<file path="src/rtl/tea_pkg.sv">
// Shared constants, types and helpers for the iterative TEA engine.
package tea_pkg;

    localparam logic [31:0] TEA_DELTA = 32'h9E3779B9;

    localparam logic MODE_ENC = 1'b0;
    localparam logic MODE_DEC = 1'b1;

    typedef enum logic [1:0] {
        IDLE = 2'd0,
        RUN  = 2'd1,
        DONE = 2'd2
    } state_e;

    // TEA mixing function; the right shift is logical.
    function automatic logic [31:0] tea_f(input logic [31:0] x,
                                          input logic [31:0] sum,
                                          input logic [31:0] ka,
                                          input logic [31:0] kb);
        return ((x << 4) + ka) ^ (x + sum) ^ ((x >> 5) + kb);
    endfunction

    function automatic logic [31:0] byteswap32(input logic [31:0] x);
        return {x[7:0], x[15:8], x[23:16], x[31:24]};
    endfunction

    // Byte-swap each 32-bit word in place; word order is unchanged.
    function automatic logic [63:0] wordswap64(input logic [63:0] x);
        return {byteswap32(x[63:32]), byteswap32(x[31:0])};
    endfunction

    function automatic logic [127:0] wordswap128(input logic [127:0] x);
        return {wordswap64(x[127:64]), wordswap64(x[63:0])};
    endfunction

endpackage

</file>
<file path="src/rtl/tea_iter_core_if.sv">
// Key side-port, input and output handshakes of the TEA engine.
interface tea_iter_core_if;

    logic        key_we;
    logic        key_sel;
    logic [63:0] key_data;
    logic        key_ready;
    logic        key_loaded;

    logic        in_valid;
    logic        in_ready;
    logic        in_mode;
    logic [63:0] in_data;

    logic        out_valid;
    logic        out_ready;
    logic [63:0] out_data;

    logic        busy;

    // Upstream/downstream side driving the engine.
    modport master (
        output key_we, key_sel, key_data, in_valid, in_mode, in_data, out_ready,
        input  key_ready, key_loaded, in_ready, out_valid, out_data, busy
    );

    // The engine itself.
    modport slave (
        input  key_we, key_sel, key_data, in_valid, in_mode, in_data, out_ready,
        output key_ready, key_loaded, in_ready, out_valid, out_data, busy
    );

endinterface

</file>
<file path="src/rtl/tea_round.sv">
// One combinational TEA round, encrypt or decrypt selected by mode_i.
module tea_round
    import tea_pkg::*;
(
    input  logic [63:0]  v_i,
    input  logic [31:0]  sum_i,
    input  logic [127:0] key_i,
    input  logic         mode_i,
    output logic [63:0]  v_o,
    output logic [31:0]  sum_o
);

    logic [31:0] k0, k1, k2, k3;
    logic [31:0] v0, v1;
    logic [31:0] v0_n, v1_n, sum_n;

    assign k0 = key_i[127:96];
    assign k1 = key_i[95:64];
    assign k2 = key_i[63:32];
    assign k3 = key_i[31:0];
    assign v0 = v_i[63:32];
    assign v1 = v_i[31:0];

    // Encrypt adds DELTA before mixing; decrypt mixes with the current sum and
    // undoes the halves in reverse order before stepping sum back.
    always_comb begin
        sum_n = sum_i;
        v0_n  = v0;
        v1_n  = v1;
        if (mode_i == MODE_ENC) begin
            sum_n = sum_i + TEA_DELTA;
            v0_n  = v0 + tea_f(v1, sum_n, k0, k1);
            v1_n  = v1 + tea_f(v0_n, sum_n, k2, k3);
        end else begin
            v1_n  = v1 - tea_f(v0, sum_i, k2, k3);
            v0_n  = v0 - tea_f(v1_n, sum_i, k0, k1);
            sum_n = sum_i - TEA_DELTA;
        end
    end

    assign v_o   = {v0_n, v1_n};
    assign sum_o = sum_n;

endmodule

</file>
<file path="src/rtl/tea_iter_core.sv">
// Iterative TEA engine: UNROLL rounds per clock, one block in flight.
module tea_iter_core
    import tea_pkg::*;
#(
    parameter int ROUNDS     = 32,
    parameter int UNROLL     = 1,
    parameter bit SWAP_BYTES = 1'b0
) (
    input  logic           clk,
    input  logic           rst,
    tea_iter_core_if.slave bus
);

    localparam int CNT_W = (ROUNDS > 1) ? $clog2(ROUNDS + 1) : 1;
    localparam logic [63:0] DEC_SUM_FULL = 64'(ROUNDS) * 64'(TEA_DELTA);
    localparam logic [31:0] DEC_SUM = DEC_SUM_FULL[31:0];

    generate
        if (ROUNDS < 1 || UNROLL < 1 || (ROUNDS % UNROLL) != 0) begin : g_bad_params
            $error("tea_iter_core: ROUNDS must be >= 1 and a multiple of UNROLL");
        end
    endgenerate

    state_e             state_q, state_d;
    logic [63:0]        v_q, v_d;
    logic [31:0]        sum_q, sum_d;
    logic [CNT_W-1:0]   cnt_q, cnt_d;
    logic               mode_q, mode_d;
    logic [127:0]       key_q;
    logic [127:0]       blk_key_q;
    logic               hi_flag_q, lo_flag_q;

    logic               idle;
    logic               key_loaded;
    logic               accept;
    logic               key_wr;
    logic [63:0]        key_word;

    logic [63:0]        v_chain   [UNROLL+1];
    logic [31:0]        sum_chain [UNROLL+1];

    assign idle       = (state_q == IDLE);
    assign key_loaded = hi_flag_q & lo_flag_q;
    assign accept     = idle & key_loaded & bus.in_valid;
    assign key_wr     = idle & bus.key_we;
    assign key_word   = SWAP_BYTES ? wordswap64(bus.key_data) : bus.key_data;

    // Round units chained in series; the block key is frozen at accept time.
    assign v_chain[0]   = v_q;
    assign sum_chain[0] = sum_q;
    generate
        for (genvar gi = 0; gi < UNROLL; gi++) begin : g_round
            tea_round u_round (
                .v_i   (v_chain[gi]),
                .sum_i (sum_chain[gi]),
                .key_i (blk_key_q),
                .mode_i(mode_q),
                .v_o   (v_chain[gi+1]),
                .sum_o (sum_chain[gi+1])
            );
        end
    endgenerate

    // Key register and half-loaded flags; a high-half write invalidates the low half.
    always_ff @(posedge clk or posedge rst) begin
        if (rst) begin
            key_q     <= '0;
            blk_key_q <= '0;
            hi_flag_q <= 1'b0;
            lo_flag_q <= 1'b0;
        end else begin
            if (accept) begin
                blk_key_q <= key_q;
            end
            if (key_wr) begin
                if (bus.key_sel == 1'b0) begin
                    key_q[127:64] <= key_word;
                    hi_flag_q     <= 1'b1;
                    lo_flag_q     <= 1'b0;
                end else begin
                    key_q[63:0]   <= key_word;
                    lo_flag_q     <= 1'b1;
                end
            end
        end
    end

    // Datapath and FSM state registers.
    always_ff @(posedge clk or posedge rst) begin
        if (rst) begin
            state_q <= IDLE;
            v_q     <= '0;
            sum_q   <= '0;
            cnt_q   <= '0;
            mode_q  <= MODE_ENC;
        end else begin
            state_q <= state_d;
            v_q     <= v_d;
            sum_q   <= sum_d;
            cnt_q   <= cnt_d;
            mode_q  <= mode_d;
        end
    end

    // Next-state: load on accept, iterate in RUN, hold the result in DONE.
    always_comb begin
        state_d = state_q;
        v_d     = v_q;
        sum_d   = sum_q;
        cnt_d   = cnt_q;
        mode_d  = mode_q;
        case (state_q)
            IDLE: begin
                if (accept) begin
                    v_d     = SWAP_BYTES ? wordswap64(bus.in_data) : bus.in_data;
                    mode_d  = bus.in_mode;
                    cnt_d   = '0;
                    sum_d   = (bus.in_mode == MODE_DEC) ? DEC_SUM : 32'd0;
                    state_d = RUN;
                end
            end
            RUN: begin
                v_d   = v_chain[UNROLL];
                sum_d = sum_chain[UNROLL];
                cnt_d = cnt_q + CNT_W'(UNROLL);
                if (cnt_q + CNT_W'(UNROLL) == CNT_W'(ROUNDS)) begin
                    state_d = DONE;
                end
            end
            DONE: begin
                if (bus.out_ready) begin
                    state_d = IDLE;
                end
            end
            default: begin
                state_d = IDLE;
            end
        endcase
    end

    assign bus.key_ready  = idle;
    assign bus.key_loaded = key_loaded;
    assign bus.in_ready   = idle & key_loaded;
    assign bus.out_valid  = (state_q == DONE);
    assign bus.out_data   = SWAP_BYTES ? wordswap64(v_q) : v_q;
    assign bus.busy       = ~idle;

endmodule

</file>
<file path="src/flat_wrapper.sv">
// flat-port wrapper written by rule: the top's interface ports become plain ports
module tea_iter_core_flat import tea_pkg::*;
#(
    parameter int ROUNDS     = 32,
    parameter int UNROLL     = 1,
    parameter bit SWAP_BYTES = 1'b0
)
  (clk, rst, bus_key_we, bus_key_sel, bus_key_data, bus_in_valid, bus_in_mode, bus_in_data, bus_out_ready, bus_key_ready, bus_key_loaded, bus_in_ready, bus_out_valid, bus_out_data, bus_busy);
  tea_iter_core_if bus_i ();
  input  logic clk;
  input  logic rst;
  input wire logic [$bits(bus_i.key_we)-1:0] bus_key_we;
  input wire logic [$bits(bus_i.key_sel)-1:0] bus_key_sel;
  input wire logic [$bits(bus_i.key_data)-1:0] bus_key_data;
  input wire logic [$bits(bus_i.in_valid)-1:0] bus_in_valid;
  input wire logic [$bits(bus_i.in_mode)-1:0] bus_in_mode;
  input wire logic [$bits(bus_i.in_data)-1:0] bus_in_data;
  input wire logic [$bits(bus_i.out_ready)-1:0] bus_out_ready;
  output wire logic [$bits(bus_i.key_ready)-1:0] bus_key_ready;
  output wire logic [$bits(bus_i.key_loaded)-1:0] bus_key_loaded;
  output wire logic [$bits(bus_i.in_ready)-1:0] bus_in_ready;
  output wire logic [$bits(bus_i.out_valid)-1:0] bus_out_valid;
  output wire logic [$bits(bus_i.out_data)-1:0] bus_out_data;
  output wire logic [$bits(bus_i.busy)-1:0] bus_busy;
  assign bus_i.key_we = bus_key_we;
  assign bus_i.key_sel = bus_key_sel;
  assign bus_i.key_data = bus_key_data;
  assign bus_i.in_valid = bus_in_valid;
  assign bus_i.in_mode = bus_in_mode;
  assign bus_i.in_data = bus_in_data;
  assign bus_i.out_ready = bus_out_ready;
  assign bus_key_ready = bus_i.key_ready;
  assign bus_key_loaded = bus_i.key_loaded;
  assign bus_in_ready = bus_i.in_ready;
  assign bus_out_valid = bus_i.out_valid;
  assign bus_out_data = bus_i.out_data;
  assign bus_busy = bus_i.busy;
  tea_iter_core #(.ROUNDS(ROUNDS), .UNROLL(UNROLL), .SWAP_BYTES(SWAP_BYTES)) u_core (.clk(clk), .rst(rst), .bus(bus_i));
endmodule
</file>
<file path="config.mk">
export PLATFORM = sky130hd
export DESIGN_NAME = tea_iter_core_flat
export DESIGN_NICKNAME = d
export VERILOG_FILES = /design/src/rtl/tea_pkg.sv /design/src/rtl/tea_iter_core_if.sv /design/src/rtl/tea_round.sv /design/src/rtl/tea_iter_core.sv /design/src/flat_wrapper.sv
export SDC_FILE = /design/constraint.sdc
export NUM_CORES = 2
export LEC_CHECK = 0
export CORE_MARGIN = 2
export CORE_UTILIZATION = 55
export DETAILED_ROUTE_END_ITERATION = 16
export PLACE_DENSITY = 0.74
export RECOVER_POWER = 25
export SKIP_CTS_REPAIR_TIMING = 1
export SYNTH_ARGS = -nofsm -noshare
export SYNTH_HDL_FRONTEND = slang
export SYNTH_HIERARCHICAL = 1
export SYNTH_SLANG_ARGS = --single-unit
</file>
<file path="constraint.sdc">
create_clock -name clk -period 16.59 [get_ports clk]
set_input_delay 3.318 -clock clk [delete_from_list [all_inputs] [get_ports clk]]
set_output_delay 3.318 -clock clk [all_outputs]
set_load 0.02 [all_outputs]
</file>
==> metrics.md <==
| Metric | Value |
|---|---|
| Yosys warns | 6 |
| Worst setup margin | 5.45 ns |
| Hold Path Cell Cnt | 2 |
| Post-synth EDFFs | 0 |
| Most used DFF post-synth | dfrtp_1 |
| Layout fillers | approximately 6500 |
| GRT Residual Overflow | 0 |
| Root Buffer Master | clkbuf_16 |
| Reg2Reg Depth | 42 |
| Maximum fanout along the worst path | 10 |
| Rows | 99 |
| Max Freq | 89.8 MHz |
| CP arrival | 11.68 ns |
| Vias post-DR | 37300 |
| Multi-input gate area | 29600 um^2 |
| Starting Density | 0.553 |
| Detailed placement HPWL | between 100000 and 150000 um |
| Reg2reg end | u_core/bus.out_data[31] |
| RSZ-0062 raised after global routing | false |
| Core Region | 72600 um^2 |
| Clk_lat worst skew | 0.62 ns |
| Most used cell along the critical path | xnor2_1 |
| Mapped Area | 40200 um^2 |
| Synth Register Bits | around 360 |
| Setup Viol. Count Final | 0 |
| Synthesized instance count | approximately 4800 |
| CP Class | reg -> reg |
| Hold Crit Endpoint | u_core/blk_key_q[118] |
| Initial antenna violation count | 4 |
| Met3 wire len | 20700 um |
| Worst Tran Pin Value | about 5.5 ns |
| Outcome | finished with violations |
| Worst r2r src | u_core/sum_q[2] |
| First-pass GRT wire length | 211000 um |
| DRC viols | 0 |
| Number of CTS-inserted buffers | between 40 and 50 |
| Final Skew | about 0.031 ns |
| Wire per inst | 24.6 um |
| Library cells used by synthesis | between 80 and 90 |
| # IOs | 204 |
| Clk buf depth | 3 |
| Die Area | 75200 um^2 |
| Layout Nets | around 5500 |
| H-tree Lvls | 2 |
| Setup_tns | 0 ns |
| Met2 Wirelength | 58200 um |
| Sequential area share after synthesis | 0.226 |
| Worst setup SP type | flip-flop |
| Pin count of the biggest net entering global routing | 130 |
| Reg clk slew, reported paths | 0.06 ns |
| Storage cell area | 9090 um^2 |
| Asr flop ratio synth | 1.00 |
| Buffers on Ports | ~200 |
| Top Metal Used | met5 |
| Syn nets | 5412 |
| CP endpoint kind | flip-flop |
| Vias per cell | 6.36 |
| Vias in the first global route | 34600 |
| Die Ht | approximately 270 um |
| Min-delay src | u_core/key_q[118] |
| Chip width | 274 um |
| WL final | 145000 um |
| GP Congestion | 1.04 |
| Worst Hold Class | reg -> reg |
| Share of cells above drive strength 1 | 0.0608 |
| GRT Total Usage | 0.375 |
| DR iter-0 viols | 4906 |
| CP max stage delay | 0.63 ns |
| Drt pass-1 iters | 8 |
| Failing checks | max-capacitance violations, max-slew violations |
| Clock sinks | around 360 |
| Required time of the critical path | 17.13 ns |
| Max-cap violation count | 5 |
| M1 WL | around 61000 um |
| Fin. max-slew vios | 358 |
| Syn_area_per_cell | 8.40 um^2 |
| Antenna Violating Nets Remaining | 0 |
| Fin. Hold Viols | 0 |
| Slowest cell on crit path | a2111oi_0 |
| R2R setup slack | 5.45 ns |
| Relative slew slack | -2.71 |
| Setup WS pre-CTS | 5.81 ns |
| P&R area growth vs syn | 9.75% |
| Minimum clock period | 11.14 ns |
| CTS tree | done |
| Final period util | 0.672 |
==> cell usage in the layout, fill, tap and decap left out, types with 11 or more instances in the layout <==
cell type and instances:
xnor2_1 616, nor2b_1 47, o211ai_1 25, a41oi_1 12
mux2_2 148, or3_1 13, nor3_1 53, a31oi_1 99
nand2_1 748, o21bai_1 49, clkdlybuf4s50_1 199, xor2_1 146
a21oi_1 366, nand2b_1 60, dfrtp_1 362, fa_1 16
inv_1 111, ha_1 482, o2111ai_1 12, buf_4 33
o21a_1 59, a221o_1 25, o22ai_1 14, a211o_1 11
nand3_1 73, nor2_1 251, o31ai_1 17, a21o_1 272
and3_1 36, nand4_1 25, and2_1 28, o21ai_0 196
clkbuf_16 43, a211oi_1 27
==> how the worst max path moves through the flow <==
stage | startpoint | endpoint | slack, ns
2_1_floorplan | rst | u_core/blk_key_q[0] | 3.20
3_3_place_gp | u_core/sum_q[2] | u_core/bus.out_data[31] | 5.86
3_5_place_dp | u_core/sum_q[2] | u_core/bus.out_data[31] | 5.81
4_1_cts | u_core/sum_q[0] | u_core/bus.out_data[30] | 5.80
5_1_grt | u_core/sum_q[1] | u_core/bus.out_data[31] | 4.86
6_report | u_core/sum_q[2] | u_core/bus.out_data[31] | 5.45
==> logic make-up (layout without fill, tap and decap cells) <==
family	count (synthesis)	count (layout)	share of synthesized area
compound gates	1297	1297	0.211
xor+xnor	770	770	0.170
fa+ha+maj	498	498	0.158
buf+inv	304	428	0.0380
flops	363	363	0.226
mux	153	153	0.0427
other cells	0	2	0
simple gates	1394	1394	0.153
==> critical path, delay by kind of cell, from the launching register on <==
| family | cells | cell delay (ns) |
|---|---|---|
| compound gates | 19 | 5.03 |
| xor+xnor | 11 | 2.40 |
| fa+ha+maj | 4 | 1.43 |
| flops | 1 | 0.55 |
| simple gates | 8 | 1.65 |
==> cells in the mapped netlist, types with 8 or more instances <==
master / count / share of area
o2111ai_1: 12 / 0.0026
o21ai_1: 10 / 0.0012
a211oi_1: 27 / 0.0050
a21boi_0: 10 / 0.0019
nor3_1: 53 / 0.0066
nand2b_1: 61 / 0.0095
or3_1: 13 / 0.0020
nand2_1: 748 / 0.070
or4_1: 9 / 0.0017
buf_1: 9 / 0.00084
buf_2: 28 / 0.0035
a221o_1: 25 / 0.0062
and2_1: 29 / 0.0045
a41oi_1: 12 / 0.0026
dfrtp_1: 363 / 0.23
o22ai_1: 14 / 0.0022
and3_1: 37 / 0.0058
a21o_1: 272 / 0.051
a2111oi_0: 9 / 0.0020
and4_1: 9 / 0.0020
xnor2_1: 616 / 0.13
or2_2: 10 / 0.0016
inv_1: 113 / 0.011
mux2_2: 148 / 0.042
nand3_1: 73 / 0.0091
o31ai_1: 17 / 0.0032
o21a_1: 59 / 0.011
xor2_1: 146 / 0.032
clkbuf_1: 62 / 0.0058
nor2b_1: 48 / 0.0075
fa_1: 16 / 0.0080
ha_1: 482 / 0.15
o21bai_1: 49 / 0.0092
a21oi_1: 366 / 0.046
a31oi_1: 99 / 0.015
nor2_1: 252 / 0.024
nor4_1: 9 / 0.0014
buf_4: 89 / 0.017
o211ai_1: 25 / 0.0047
a221oi_1: 8 / 0.0017
o21ai_0: 196 / 0.024
nand4_1: 25 / 0.0039
a211o_1: 11 / 0.0024
==> stage by stage <==
stage               hold slack [ns]  cell area, um^2   util  instances
floorplan                     0.435            40200      -       4779
global placement              0.441            42600  0.587       5785
detailed placement            0.446            42600  0.587       5785
CTS                           0.460            44100  0.608       5862
global route                  0.471            44100  0.607       5862
finish                        0.456            44100  0.607       5864
==> routing by layer <==
| layer | track usage | vias up |
|---|---|---|
| met2 | 0.533 | 2032 |
| met4 | 0.106 | 4 |
| met5 | 0 | - |
| met1 | 0.543 | 17800 |
| li1 | - | 17100 |
| met3 | 0.113 | 294 |
==> state kept, by name, summed over array words and instances (netlist names) <==
| signal | count |
|---|---|
| u_core/state_q | 2 |
| u_core/lo_flag_q | 1 |
| u_core/blk_key_q | 128 |
| u_core/cnt_q | 6 |
| u_core/bus.out_data | 64 |
| u_core/hi_flag_q | 1 |
| u_core/key_q | 128 |
| u_core/mode_q | 1 |
| u_core/sum_q | 32 |
==> final cells by class <==
cell class | instances | area share
repair buffers | 238 | 0.0519
flip-flops and latches | 363 | 0.206
well taps | 959 | 0.0272
clock inverters | 24 | 0.00798
multi-input cells | 4112 | 0.671
inverters | 113 | 0.00965
clock buffers | 53 | 0.0259
diodes | 2 | 0.000114
Power is not shown: default switching activity piles up to over one toggle a cycle in this logic, so the estimate is an artifact.
